$ cat config.mk
export PLATFORM = sky130hd
export DESIGN_NAME = drbg_keystream_requester
export DESIGN_NICKNAME = d
export VERILOG_FILES = /design/src/rtl/drbg_keystream_requester_pkg.sv /design/src/rtl/drbg_keystream_requester_serializer.sv /design/src/rtl/drbg_keystream_requester.sv
export SDC_FILE = /design/constraint.sdc
export NUM_CORES = 1
export LEC_CHECK = 0
export ABC_AREA = 0
export BUFFER_PORTS_ARGS = -buffer_cell sky130_fd_sc_hd__buf_2
export CAP_MARGIN = 20
export CORE_AREA = 10 10 315 317
export DETAILED_ROUTE_END_ITERATION = 12
export DIE_AREA = 0 0 325 327
export PLACE_DENSITY = 0.49
export SETUP_SLACK_MARGIN = 0.02
export SYNTH_ARGS = -nofsm -noshare
export SYNTH_HDL_FRONTEND = slang
export SYNTH_HIERARCHICAL = 1
export SYNTH_SLANG_ARGS = --single-unit
$ cat constraint.sdc
create_clock -name clk -period 14.2 [get_ports clk]
set_input_delay 1.42 -clock clk [delete_from_list [all_inputs] [get_ports clk]]
set_output_delay 1.42 -clock clk [all_outputs]
set_load 0.01 [all_outputs]
$ cat src/rtl/drbg_keystream_requester_pkg.sv
// Shared types and widths for the DRBG keystream requester and its word serializer.
package drbg_keystream_requester_pkg;

  localparam int DRBG_BLOCK_W   = 256;
  localparam int DRBG_ENTROPY_W = 256;
  localparam int RESEED_CNT_W   = 16;

  typedef enum logic [2:0] {
    ST_IDLE,
    ST_INIT_REQ,
    ST_BITS_REQ,
    ST_SERVE,
    ST_GAP,
    ST_ERROR
  } state_e;

  function automatic logic [RESEED_CNT_W-1:0] sat_inc(input logic [RESEED_CNT_W-1:0] v);
    return (&v) ? v : v + 1'b1;
  endfunction

endpackage

$ cat src/rtl/drbg_keystream_requester_serializer.sv
// Holds one captured DRBG block and streams it out LSW-first over valid/ready.
module block_word_serializer #(
  parameter int WORD_W  = 32,
  parameter int BLOCK_W = 256
) (
  input  logic               clk,
  input  logic               reset,
  input  logic               load,
  input  logic [BLOCK_W-1:0] load_data,
  input  logic               key_ready,
  output logic               key_valid,
  output logic [WORD_W-1:0]  key_data,
  output logic               last_accept
);

  localparam int N_WORDS = BLOCK_W / WORD_W;
  localparam int IDX_W   = (N_WORDS > 1) ? $clog2(N_WORDS) : 1;
  localparam logic [IDX_W-1:0] LAST_IDX = IDX_W'(N_WORDS - 1);

  logic [BLOCK_W-1:0] block_q, block_d;
  logic [IDX_W-1:0]   idx_q, idx_d;
  logic               valid_q, valid_d;
  logic               accept;

  assign accept      = valid_q && key_ready;
  assign last_accept = accept && (idx_q == LAST_IDX);
  assign key_valid   = valid_q;
  assign key_data    = block_q[WORD_W*idx_q +: WORD_W];

  always_comb begin
    block_d = block_q;
    idx_d   = idx_q;
    valid_d = valid_q;
    if (load) begin
      block_d = load_data;
      idx_d   = '0;
      valid_d = 1'b1;
    end else if (accept) begin
      if (idx_q == LAST_IDX) begin
        idx_d   = '0;
        valid_d = 1'b0;
      end else begin
        idx_d = idx_q + 1'b1;
      end
    end
  end

  always_ff @(posedge clk or posedge reset) begin
    if (reset) begin
      block_q <= '0;
      idx_q   <= '0;
      valid_q <= 1'b0;
    end else begin
      block_q <= block_d;
      idx_q   <= idx_d;
      valid_q <= valid_d;
    end
  end

endmodule

$ cat src/rtl/drbg_keystream_requester.sv
// Drives hash-DRBG init/next_bits requests, captures each block and serves it as key words,
// with periodic reseed and a sticky stall timeout.
module drbg_keystream_requester
  import drbg_keystream_requester_pkg::*;
#(
  parameter int WORD_W         = 32,
  parameter int BLOCK_W        = DRBG_BLOCK_W,
  parameter int RESEED_BLOCKS  = 3,
  parameter int TIMEOUT_CYCLES = 1024
) (
  input  logic                      clk,
  input  logic                      reset,
  input  logic                      start,
  input  logic [DRBG_ENTROPY_W-1:0] entropy_in,
  output logic                      drbg_init,
  output logic [DRBG_ENTROPY_W-1:0] drbg_entropy,
  output logic                      drbg_next_bits,
  input  logic                      drbg_init_ready,
  input  logic                      drbg_next_bits_ready,
  input  logic [BLOCK_W-1:0]        drbg_random_bits,
  output logic                      key_valid,
  input  logic                      key_ready,
  output logic [WORD_W-1:0]         key_data,
  output logic [RESEED_CNT_W-1:0]   blocks_since_reseed,
  output logic                      busy,
  output logic                      error
);

  localparam int TMO_W = $clog2(TIMEOUT_CYCLES + 1);

  state_e                    state_q, state_d;
  logic                      init_q, init_d;
  logic                      next_bits_q, next_bits_d;
  logic [DRBG_ENTROPY_W-1:0] entropy_q, entropy_d;
  logic [RESEED_CNT_W-1:0]   blocks_q, blocks_d;
  logic                      busy_q, busy_d;
  logic                      error_q, error_d;
  logic [TMO_W-1:0]          tmo_q, tmo_d;
  logic                      init_rdy_q, init_rdy_d, init_rdy_prev_q, init_rdy_prev_d;
  logic                      bits_rdy_q, bits_rdy_d, bits_rdy_prev_q, bits_rdy_prev_d;
  logic                      init_evt, bits_evt, tmo_hit, load_block, last_accept;

  // Ready inputs are registered once, then edge-detected against their previous sample.
  assign init_evt = init_rdy_q && !init_rdy_prev_q;
  assign bits_evt = bits_rdy_q && !bits_rdy_prev_q;
  assign tmo_hit  = (tmo_q == TMO_W'(TIMEOUT_CYCLES - 1));

  always_comb begin
    init_rdy_d      = drbg_init_ready;
    init_rdy_prev_d = init_rdy_q;
    bits_rdy_d      = drbg_next_bits_ready;
    bits_rdy_prev_d = bits_rdy_q;
    state_d         = state_q;
    init_d          = init_q;
    next_bits_d     = next_bits_q;
    entropy_d       = entropy_q;
    blocks_d        = blocks_q;
    error_d         = error_q;
    tmo_d           = '0;
    load_block      = 1'b0;
    case (state_q)
      ST_IDLE: if (start) begin
        state_d   = ST_INIT_REQ;
        init_d    = 1'b1;
        entropy_d = entropy_in;
      end
      ST_INIT_REQ: begin
        if (init_evt) begin
          state_d     = ST_BITS_REQ;
          init_d      = 1'b0;
          blocks_d    = '0;
          next_bits_d = 1'b1;
        end else if (tmo_hit) begin
          state_d = ST_ERROR;
          init_d  = 1'b0;
          error_d = 1'b1;
        end else begin
          tmo_d = tmo_q + 1'b1;
        end
      end
      ST_BITS_REQ: begin
        if (bits_evt) begin
          state_d     = ST_SERVE;
          load_block  = 1'b1;
          next_bits_d = 1'b0;
          blocks_d    = sat_inc(blocks_q);
        end else if (tmo_hit) begin
          state_d     = ST_ERROR;
          next_bits_d = 1'b0;
          error_d     = 1'b1;
        end else begin
          tmo_d = tmo_q + 1'b1;
        end
      end
      ST_SERVE: if (last_accept) begin
        if (RESEED_BLOCKS != 0 && blocks_q >= RESEED_CNT_W'(RESEED_BLOCKS)) begin
          state_d   = ST_INIT_REQ;
          init_d    = 1'b1;
          entropy_d = entropy_in;
        end else begin
          state_d = ST_GAP;
        end
      end
      // One cycle with the request low so the DRBG sees a fresh rising request.
      ST_GAP: begin
        state_d     = ST_BITS_REQ;
        next_bits_d = 1'b1;
      end
      ST_ERROR: error_d = 1'b1;
      default:  state_d = ST_IDLE;
    endcase
    busy_d = (state_d != ST_IDLE);
  end

  always_ff @(posedge clk or posedge reset) begin
    if (reset) begin
      state_q         <= ST_IDLE;
      init_q          <= 1'b0;
      next_bits_q     <= 1'b0;
      entropy_q       <= '0;
      blocks_q        <= '0;
      busy_q          <= 1'b0;
      error_q         <= 1'b0;
      tmo_q           <= '0;
      init_rdy_q      <= 1'b0;
      init_rdy_prev_q <= 1'b0;
      bits_rdy_q      <= 1'b0;
      bits_rdy_prev_q <= 1'b0;
    end else begin
      state_q         <= state_d;
      init_q          <= init_d;
      next_bits_q     <= next_bits_d;
      entropy_q       <= entropy_d;
      blocks_q        <= blocks_d;
      busy_q          <= busy_d;
      error_q         <= error_d;
      tmo_q           <= tmo_d;
      init_rdy_q      <= init_rdy_d;
      init_rdy_prev_q <= init_rdy_prev_d;
      bits_rdy_q      <= bits_rdy_d;
      bits_rdy_prev_q <= bits_rdy_prev_d;
    end
  end

  block_word_serializer #(
    .WORD_W  (WORD_W),
    .BLOCK_W (BLOCK_W)
  ) u_serializer (
    .clk         (clk),
    .reset       (reset),
    .load        (load_block),
    .load_data   (drbg_random_bits),
    .key_ready   (key_ready),
    .key_valid   (key_valid),
    .key_data    (key_data),
    .last_accept (last_accept)
  );

  assign drbg_init           = init_q;
  assign drbg_next_bits      = next_bits_q;
  assign drbg_entropy        = entropy_q;
  assign blocks_since_reseed = blocks_q;
  assign busy                = busy_q;
  assign error               = error_q;

endmodule

==> reports/qor.txt, run 1 <==
Outcome -> completed
Crit path required time -> 14.68 ns
Effective utilization at floorplan -> 0.248
Fin nets -> 2,775
CP arrival -> 5.82 ns
Buffers on Ports -> 826
RR Endpoint -> drbg_entropy[119]
TritonCTS Buffers -> 69
Drt wl/cell -> 23.9 µm
F_max -> 0.187 GHz
CP max-delay cell -> dfrtp_2
Worst rel slew slack -> 0.259
H-tree depth -> 3
Synthesized area per cell -> 16.1 µm²
Die area -> 106,000 µm²
Flop2flop setup slack -> 8.87 ns
Antenna violations before repair -> 117
Synthesized Nets -> 1,947
CP most frequent cell -> buf_4
Worst hold stages -> 0
Via count -> 15,893
Synth warnings -> 6
Clk_lat worst skew -> 0.62 ns
Post-cts gate resize count -> 0
Vias/cell -> 4.43
Core area -> 92,800 µm²
DR pass1 iterations -> 5
Crit Path Max Fanout -> 79
Initial DRC count -> 680
Most common cell after layout, fill and taps aside -> buf_2
Crit path kind -> reg2reg
Ys flop type -> dfrtp_1
Tot GR Track Use -> 0.157
Synth cell types -> 48
Final hold vios -> 0
Synth area leaders -> dfrtp_1, mux2_2, mux2_1
Startpoint types -> register
Yosys top cell area share -> 0.603
Register bit count reported by yosys -> 554
DRT Wirelength -> 85,600 µm
Setup Fix Bufs, Post-CTS -> 0
Area grow syn2layout -> 34.0%
IO Pins -> 827
Setup violators final -> 0
Async set or reset register ratio after synthesis -> 1.00
Worst reg-to-reg path cell count -> 10
RD Place Congestion -> 0.850
Hold Crit Start -> bits_rdy_prev_d
Most frequent cells in the layout -> buf_2, dfrtp_1, mux2_2
Largest net degree at the start of global routing -> 173
GRT Residual Overflow -> 0
Final min period -> 5.33 ns
Vias in the first global route -> 17,167
Crit. End Element -> register
Share of layout cells above drive strength 1 -> 0.591
Die Ht -> 327 µm
Row Count -> 112
Register area share after synthesis -> 0.603
Cell Area, Synth -> 23,000 µm²
CTS max path bufs -> 3
PD cells -> 208 nW/µm²
Post-synth EDFFs -> 0
Max-slew violations -> 0
RSZ-0062 raised after global routing -> no
Setup_tns -> 0 ns
Hold Crit Class -> reg2reg
Worst slew pin tran -> 1.11 ns
Final Skew -> 0.0175 ns
Die extent in x -> 325 µm
Pre-CTS WS -> 8.82 ns
CTS tree -> yes
Hold_buf cts -> 0
Worst-path cell chain -> ha_1, ha_1, and3_1, nand3_1, a2bb2oi_1, nor2_4, buf_4, buf_4, buf_4, mux2_2
CTS clk-pin slew, worst paths -> 0.06 ns
DP HPWL -> 68,200 µm
FF-to-FF Start -> u_serializer/idx_q[1]
Cell accounting for the most synthesized area -> dfrtp_1
Power, Total -> 6420 µW
Launch point of the worst path -> u_serializer/idx_q[1]
Peak supply drop -> 0.124 mV
Post-route ant nets -> 0
Max-Cap Viols -> 0
Global-route wire length before repair -> 124,000 µm
Root buf cell -> clkbuf_16
Tcrit/Tclk final -> 0.376
Hold EP -> bits_rdy_prev_q
Static leakage -> 0.0151 µW
Clk sinks -> 554
Post-Syn Instances -> 1,425
Post-route DRC -> 0
Final WS setup -> 8.87 ns
CP peak stage delay -> 1.03 ns
[worst max-delay path by stage]
| stage | endpoint | cells past startpoint |
|---|---|---|
| 3_3_place_gp | drbg_entropy[55] | 10 |
| 6_report | drbg_entropy[119] | 10 |
| 4_1_cts | drbg_entropy[119] | 10 |
| 2_1_floorplan | bits_rdy_prev_d | 1 |
| 5_1_grt | drbg_entropy[118] | 10 |
| 3_5_place_dp | drbg_entropy[119] | 9 |
[cell usage after synthesis, types with 3 or more instances]
library cell and n:
buf_2 57, nand3_1 9, nand2_1 21, xnor2_1 8
nor3_1 4, clkbuf_1 18, nor2b_1 3, mux4_2 64
xor2_1 11, buf_4 3, buf_6 5, ha_1 4
nor4_1 5, mux2_1 209, nand4_1 6, a21oi_1 12
or3_1 8, a21bo_2 3, mux2_2 336, a21o_1 3
dfrtp_1 554, o211ai_1 5, inv_1 7, nand2b_1 5
nor2_1 30, o21ai_0 5
[through the flow]
| step | hold slack (ns) | util | cells | area (µm²) |
|---|---|---|---|---|
| floorplan | 0.368 | - | 1425 | 23000 |
| global placement | 0.388 | 0.306 | 3435 | 28400 |
| detailed placement | 0.393 | 0.306 | 3435 | 28400 |
| CTS | 0.417 | 0.331 | 3559 | 30700 |
| global route | 0.434 | 0.332 | 3580 | 30800 |
| finish | 0.415 | 0.332 | 3587 | 30800 |
[area by class of cell]
cell class / count / area [µm²]
fill: 9307 / 62000
multi-input combinational: 781 / 8670
sequential: 554 / 13900
tap: 1254 / 1570
inverter: 7 / 41.3
clock inverter: 15 / 159
antenna: 27 / 67.6
timing repair buffer: 840 / 4270
clock buffer: 109 / 2130
[power breakdown]
part | switching (µW) | total, µW | internal (µW)
Sequential | 373 | 2580 | 2200
Clock | 685 | 1750 | 1070
Combinational | 960 | 2090 | 1130
Total | 2020 | 6420 | 4400
[logic make-up after synthesis]
| logic type | count (synthesis) | synth area share |
|---|---|---|
| muxes | 609 | 0.330 |
| DFF | 554 | 0.603 |
| and+or+nand+nor | 107 | 0.0243 |
| buffers and inverters | 90 | 0.0199 |
| AOI/OAI and AO/OA | 42 | 0.0133 |
| xor gates and xnor gates | 19 | 0.00724 |
| adders and majority gates | 4 | 0.00218 |
[flip-flops by register name (all words and copies together) (netlist names), 3 cells and up]
name,cells
drbg_entropy,256
u_serializer/block_q,256
blocks_since_reseed,16
tmo_q,11
state_q,3
u_serializer/idx_q,3
[per-layer routing]
| metal | part of all wire | global-route usage | up-vias |
|---|---|---|---|
| met5 | 0.0055 | 0 | - |
| met3 | 0.095 | 0.0756 | 273 |
| met4 | 0.033 | 0.0477 | 70 |
| met1 | 0.35 | 0.161 | 7981 |
| met2 | 0.51 | 0.280 | 671 |
| li1 | - | - | 6898 |
[worst max-delay path, delay by kind of cell (launching register included)]
family                     cells  cell delay [ns]
buffers and inverters          3             2.26
DFF                            1             1.03
and+or+nand+nor                3             0.58
adders and majority gates      2             0.46
muxes                          1             0.43
AOI/OAI and AO/OA              1             0.19
Note: power is estimated with default switching activity, not from simulation.
==> inputs of run 2 (changes only) <==
Clock period 14.2 ns to 5.6 ns, I/O delays scaled along.
==> reports/qor.txt, run 2 (synthesized netlist as in run 1, its figures left out) <==
Core area -> 92,800 µm² (unchanged)
Vias in the first global route -> 17,390 (was 17,167)
Row Count -> 112 (unchanged)
Peak supply drop -> 0.273 mV (was 0.124 mV)
Effective utilization at floorplan -> 0.248 (unchanged)
Worst rel slew slack -> 0.285 (was 0.259)
RD Place Congestion -> 0.901 (was 0.850)
Max-slew violations -> 0 (unchanged)
Hold Crit Class -> in2reg (was reg2reg)
Drt wl/cell -> 24.2 µm (was 23.9 µm)
Setup_tns -> 0 ns (unchanged)
Number of fill cells -> 9,370 (was 9,307)
FF-to-FF Start -> u_serializer/idx_q[0] (was u_serializer/idx_q[1])
Most common cell after layout, fill and taps aside -> buf_2 (unchanged)
Buffers on Ports -> 826 (unchanged)
Multi-input logic area -> 8670 µm² (unchanged)
Hold WS -> 0.144 ns (was 0.415 ns)
Setup violators final -> 0 (unchanged)
Vias/cell -> 4.37 (was 4.43)
Via count -> 15,774 (was 15,893)
Global-route wire length before repair -> 126,000 µm (was 124,000 µm)
Die area -> 106,000 µm² (unchanged)
Root buf cell -> clkbuf_16 (unchanged)
Post-route DRC -> 0 (unchanged)
DRT Wirelength -> 87,500 µm (was 85,600 µm)
Fin nets -> 2,789 (was 2,775)
Crit path kind -> reg2out (was reg2reg)
Power, Total -> 16,400 µW (was 6420 µW)
Worst slew pin tran -> 1.07 ns (was 1.11 ns)
Most frequent cells in the layout -> buf_2, dfrtp_1, mux2_2 (unchanged)
Final min period -> 3.89 ns
DP HPWL -> 70,300 µm (was 68,200 µm)
Crit. End Element -> output pin (was register)
Startpoint types -> register (unchanged)
GRT Residual Overflow -> 0 (unchanged)
Hold Crit Start -> entropy_in[34] (was bits_rdy_prev_d)
CTS max path bufs -> 3 (unchanged)
Static leakage -> 0.0152 µW (was 0.0151 µW)
Largest net degree at the start of global routing -> 171 (was 173)
IO Pins -> 827 (unchanged)
Core Util, Final -> 0.335 (was 0.332)
Outcome -> completed (unchanged)
H-tree depth -> 3 (unchanged)
TritonCTS Buffers -> 68 (was 69)
Area grow syn2layout -> 35.1% (was 34.0%)
Clk sinks -> 554 (unchanged)
Crit path required time -> 5.04 ns (was 14.68 ns)
Crit Path Max Fanout -> 40 (was 79)
Die Ht -> 327 µm (unchanged)
CP arrival -> 3.33 ns (was 5.82 ns)
Launch point of the worst path -> u_serializer/idx_q[0] (was u_serializer/idx_q[1])
Post-route ant nets -> 0 (unchanged)
Initial DRC count -> 718 (was 680)
Tot GR Track Use -> 0.161 (was 0.157)
F_max -> 0.257 GHz
FF/Latch Area -> 13,900 µm² (unchanged)
RSZ-0062 raised after global routing -> no (unchanged)
Antenna violations before repair -> 109 (was 117)
PD cells -> 527 nW/µm² (was 208 nW/µm²)
Tcrit/Tclk final -> 0.694
Final Skew -> 0.0227 ns (was 0.0175 ns)
CTS tree -> yes (unchanged)
CTS clk-pin slew, worst paths -> 0.06 ns (about the same)
DR pass1 iterations -> 4 (was 5)
Die extent in x -> 325 µm (unchanged)
Final hold vios -> 0 (unchanged)
Max-Cap Viols -> 0 (unchanged)
Share of layout cells above drive strength 1 -> 0.593 (was 0.591)
Post-cts gate resize count -> 0 (unchanged)
Clk_lat worst skew -> 0.62 ns (about the same)
-- run 2: layout make-up --
type / count / area share
antenna: 39 / 0.00314
clock buffer: 101 / 0.0653
clock inverter: 21 / 0.00976
inverter: 7 / 0.00109
multi-input combinational: 781 / 0.279
sequential: 554 / 0.447
tap: 1254 / 0.0506
timing repair buffer: 855 / 0.144
-- run 2: layer usage --
layer,GRT usage,share of wire
met1,0.165,0.35
met2,0.288,0.51
met3,0.0772,0.098
met4,0.0459,0.033
met5,0,0.0053
-- run 2: timing repair --
| item | 4_1_cts | 5_1_grt |
|---|---|---|
| setup buffers | 0 | 0 |
| endpoints found under the hold margin | 11 | 0 |
| hold buffers | 3 | 0 |
-- run 2: path summary, 6_finish.rpt --
kind / to / slack [ns] / cells past startpoint
worst max-delay path: key_data[11] / 1.71 / 4
worst min-delay path: drbg_entropy[34] / 0.14 / 2
worst max register to register: drbg_entropy[54] / 2.42 / 9
worst min register to register: bits_rdy_prev_q / 0.41 / 0
max in group asynchronous: u_serializer/block_q[243] / 3.52 / 4
min in group asynchronous: drbg_entropy[92] / 0.56 / 3
-- run 2: power breakdown --
| part | internal, µW | switching (µW) |
|---|---|---|
| Combinational | 2880 | 2430 |
| Sequential | 5590 | 907 |
| Clock | 2790 | 1750 |
| Total | 11300 | 5100 |
-- run 2: per-stage QoR --
step	cells	worst slack, ns	instance area, µm²
6_report	3612	1.71	31000
2_1_floorplan	1425	1.14	23000
5_1_grt	3584	1.43	31000
3_5_place_dp	3447	1.98	28600
4_1_cts	3572	1.54	30900
3_3_place_gp	3447	2.06	28600
-- run 2: critical path, cell delays in order, from the launching register on --
cell and delay, ns:
dfrtp_4 0.76, buf_4 0.73, mux4_2 0.64, mux2_2 0.29, buf_2 0.15
==> inputs of run 3 (changes only) <==
Clock period 5.6 ns to 3.62 ns, I/O delays scaled along.
==> reports/qor.txt, run 3 (synthesized netlist as in run 1, its figures left out) <==
TritonCTS Buffers -> 67 (was 68)
Final min period -> 3.07 ns
CTS max path bufs -> 3 (unchanged)
DRT Wirelength -> 92,400 µm (was 87,500 µm)
Launch point of the worst path -> u_serializer/idx_q[0] (unchanged)
GRT Residual Overflow -> 0 (unchanged)
Die extent in x -> 325 µm (unchanged)
Worst hold stages -> 2 (unchanged)
RD Place Congestion -> 0.903 (was 0.901)
Most common cell after layout, fill and taps aside -> buf_2 (unchanged)
Worst rel slew slack -> 0.367 (was 0.285)
PD cells -> 707 nW/µm² (was 527 nW/µm²)
Vias in the first global route -> 20,538 (was 17,390)
Crit. End Element -> output pin (unchanged)
Core area -> 92,800 µm² (unchanged)
Startpoint types -> register (unchanged)
Effective utilization at floorplan -> 0.248 (unchanged)
Vias/cell -> 4.32 (was 4.37)
Crit path capture -> key_data[16] (was key_data[11])
Crit Path Max Fanout -> 66 (was 40)
Flop2flop setup slack -> 0.66 ns (was 2.42 ns)
Global-route wire length before repair -> 138,000 µm (was 126,000 µm)
Post-route ant nets -> 0 (unchanged)
Peak supply drop -> 0.430 mV (was 0.273 mV)
Initial DRC count -> 753 (was 718)
Buffers on Ports -> 826 (unchanged)
CTS clk-pin slew, worst paths -> 0.06 ns (about the same)
Most frequent cells in the layout -> buf_2, dfrtp_1, dlygate4sd3_1 (was buf_2, dfrtp_1, mux2_2)
CTS tree -> yes (unchanged)
Setup violators final -> 0 (unchanged)
Outcome -> completed (unchanged)
Share of layout cells above drive strength 1 -> 0.486 (was 0.593)
Die Ht -> 327 µm (unchanged)
Final hold vios -> 0 (unchanged)
Largest net degree at the start of global routing -> 99 (was 171)
Tcrit/Tclk final -> 0.849
F_max -> 0.325 GHz
Non-filler cells, final -> 4,122 (was 3,612)
FF-to-FF Start -> u_serializer/idx_q[0] (unchanged)
Via count -> 17,810 (was 15,774)
RR Endpoint -> drbg_entropy[13] (was drbg_entropy[54])
DR pass1 iterations -> 4 (unchanged)
DP HPWL -> 71,200 µm (was 70,300 µm)
Antenna violations before repair -> 50 (was 109)
Crit path kind -> reg2out (unchanged)
Setup_tns -> 0 ns (unchanged)
Worst reg-to-reg path cell count -> 8 (was 9)
Tot GR Track Use -> 0.171 (was 0.161)
Max-Cap Viols -> 0 (unchanged)
Fin nets -> 3,313 (was 2,789)
Placed insts -> 3,467 (was 3,447)
Post-route DRC -> 0 (unchanged)
RSZ-0062 raised after global routing -> no (unchanged)
H-tree depth -> 3 (unchanged)
Area grow syn2layout -> 56.8% (was 35.1%)
Clk_lat worst skew -> 0.61 ns (was 0.62 ns)
IO Pins -> 827 (unchanged)
Root buf cell -> clkbuf_16 (unchanged)
Max-slew violations -> 0 (unchanged)
Clk sinks -> 554 (unchanged)
Worst slew pin tran -> 0.946 ns (was 1.07 ns)
Static leakage -> 0.0173 µW (was 0.0152 µW)
Setup Fix Bufs, Post-CTS -> 0 (unchanged)
CP arrival -> 2.71 ns (was 3.33 ns)
Row Count -> 112 (unchanged)
Die area -> 106,000 µm² (unchanged)
Post-cts gate resize count -> 0 (unchanged)
Crit path required time -> 3.26 ns (was 5.04 ns)
Drt wl/cell -> 22.4 µm (was 24.2 µm)
Final Skew -> 0.0190 ns (was 0.0227 ns)
Hold Crit Class -> in2reg (unchanged)
## run 3: layout make-up
type	count	area, µm²
tap	1254	1570
timing repair buffer	1380	9700
clock inverter	11	96.3
antenna	31	77.6
clock buffer	104	2000
multi-input combinational	781	8670
fill	8811	56700
inverter	7	33.8
sequential	554	13900
## run 3: worst min-delay path by stage
stage / from / end / slack (ns)
floorplan: bits_rdy_prev_d / bits_rdy_prev_q / 0.37
global placement: bits_rdy_prev_d / bits_rdy_prev_q / 0.39
detailed placement: bits_rdy_prev_d / bits_rdy_prev_q / 0.38
CTS: key_ready / u_serializer/idx_q[1] / 0.002
global route: drbg_random_bits[117] / u_serializer/block_q[117] / 0.04
finish: entropy_in[1] / drbg_entropy[1] / 0.05
## run 3: through the flow
step / utilization / setup slack, ns / total power (µW) / hold WS [ns] / area [µm²]
global placement: 0.310 / 0.743 / 18500 / 0.391 / 28800
global route: 0.388 / 0.421 / 27000 / 0.0387 / 36000
finish: 0.388 / 0.547 / 25500 / 0.0548 / 36000
floorplan: - / -0.645 / 15000 / 0.368 / 23000
CTS: 0.388 / 0.439 / 25900 / 0.00194 / 36000
detailed placement: 0.310 / 0.649 / 18800 / 0.381 / 28800
## run 3: where the power goes
part | total, µW | switching, µW | internal (µW)
Clock | 6500 | 2630 | 3860
Sequential | 9950 | 1290 | 8650
Combinational | 9040 | 4180 | 4860
Total | 25500 | 8100 | 17400
## run 3: metal layers
metal | share of wire | GRT usage | vias to the layer above
li1 | - | - | 7965
met1 | 0.37 | 0.185 | 8935
met2 | 0.51 | 0.297 | 685
met3 | 0.073 | 0.0566 | 209
met4 | 0.046 | 0.0885 | 16
met5 | 0.0010 | 0 | -
## run 3: critical path, stage by stage (launching register included)
cell,delay (ns)
dfrtp_4,0.42
buf_12,0.32
mux4_2,0.65
mux2_2,0.29
buf_2,0.15
## run 3: repair_timing
action / CTS / global route
hold endpoints to repair: 548 / 0
hold buffers: 509 / 0
setup endpoints to repair: 0 / 0
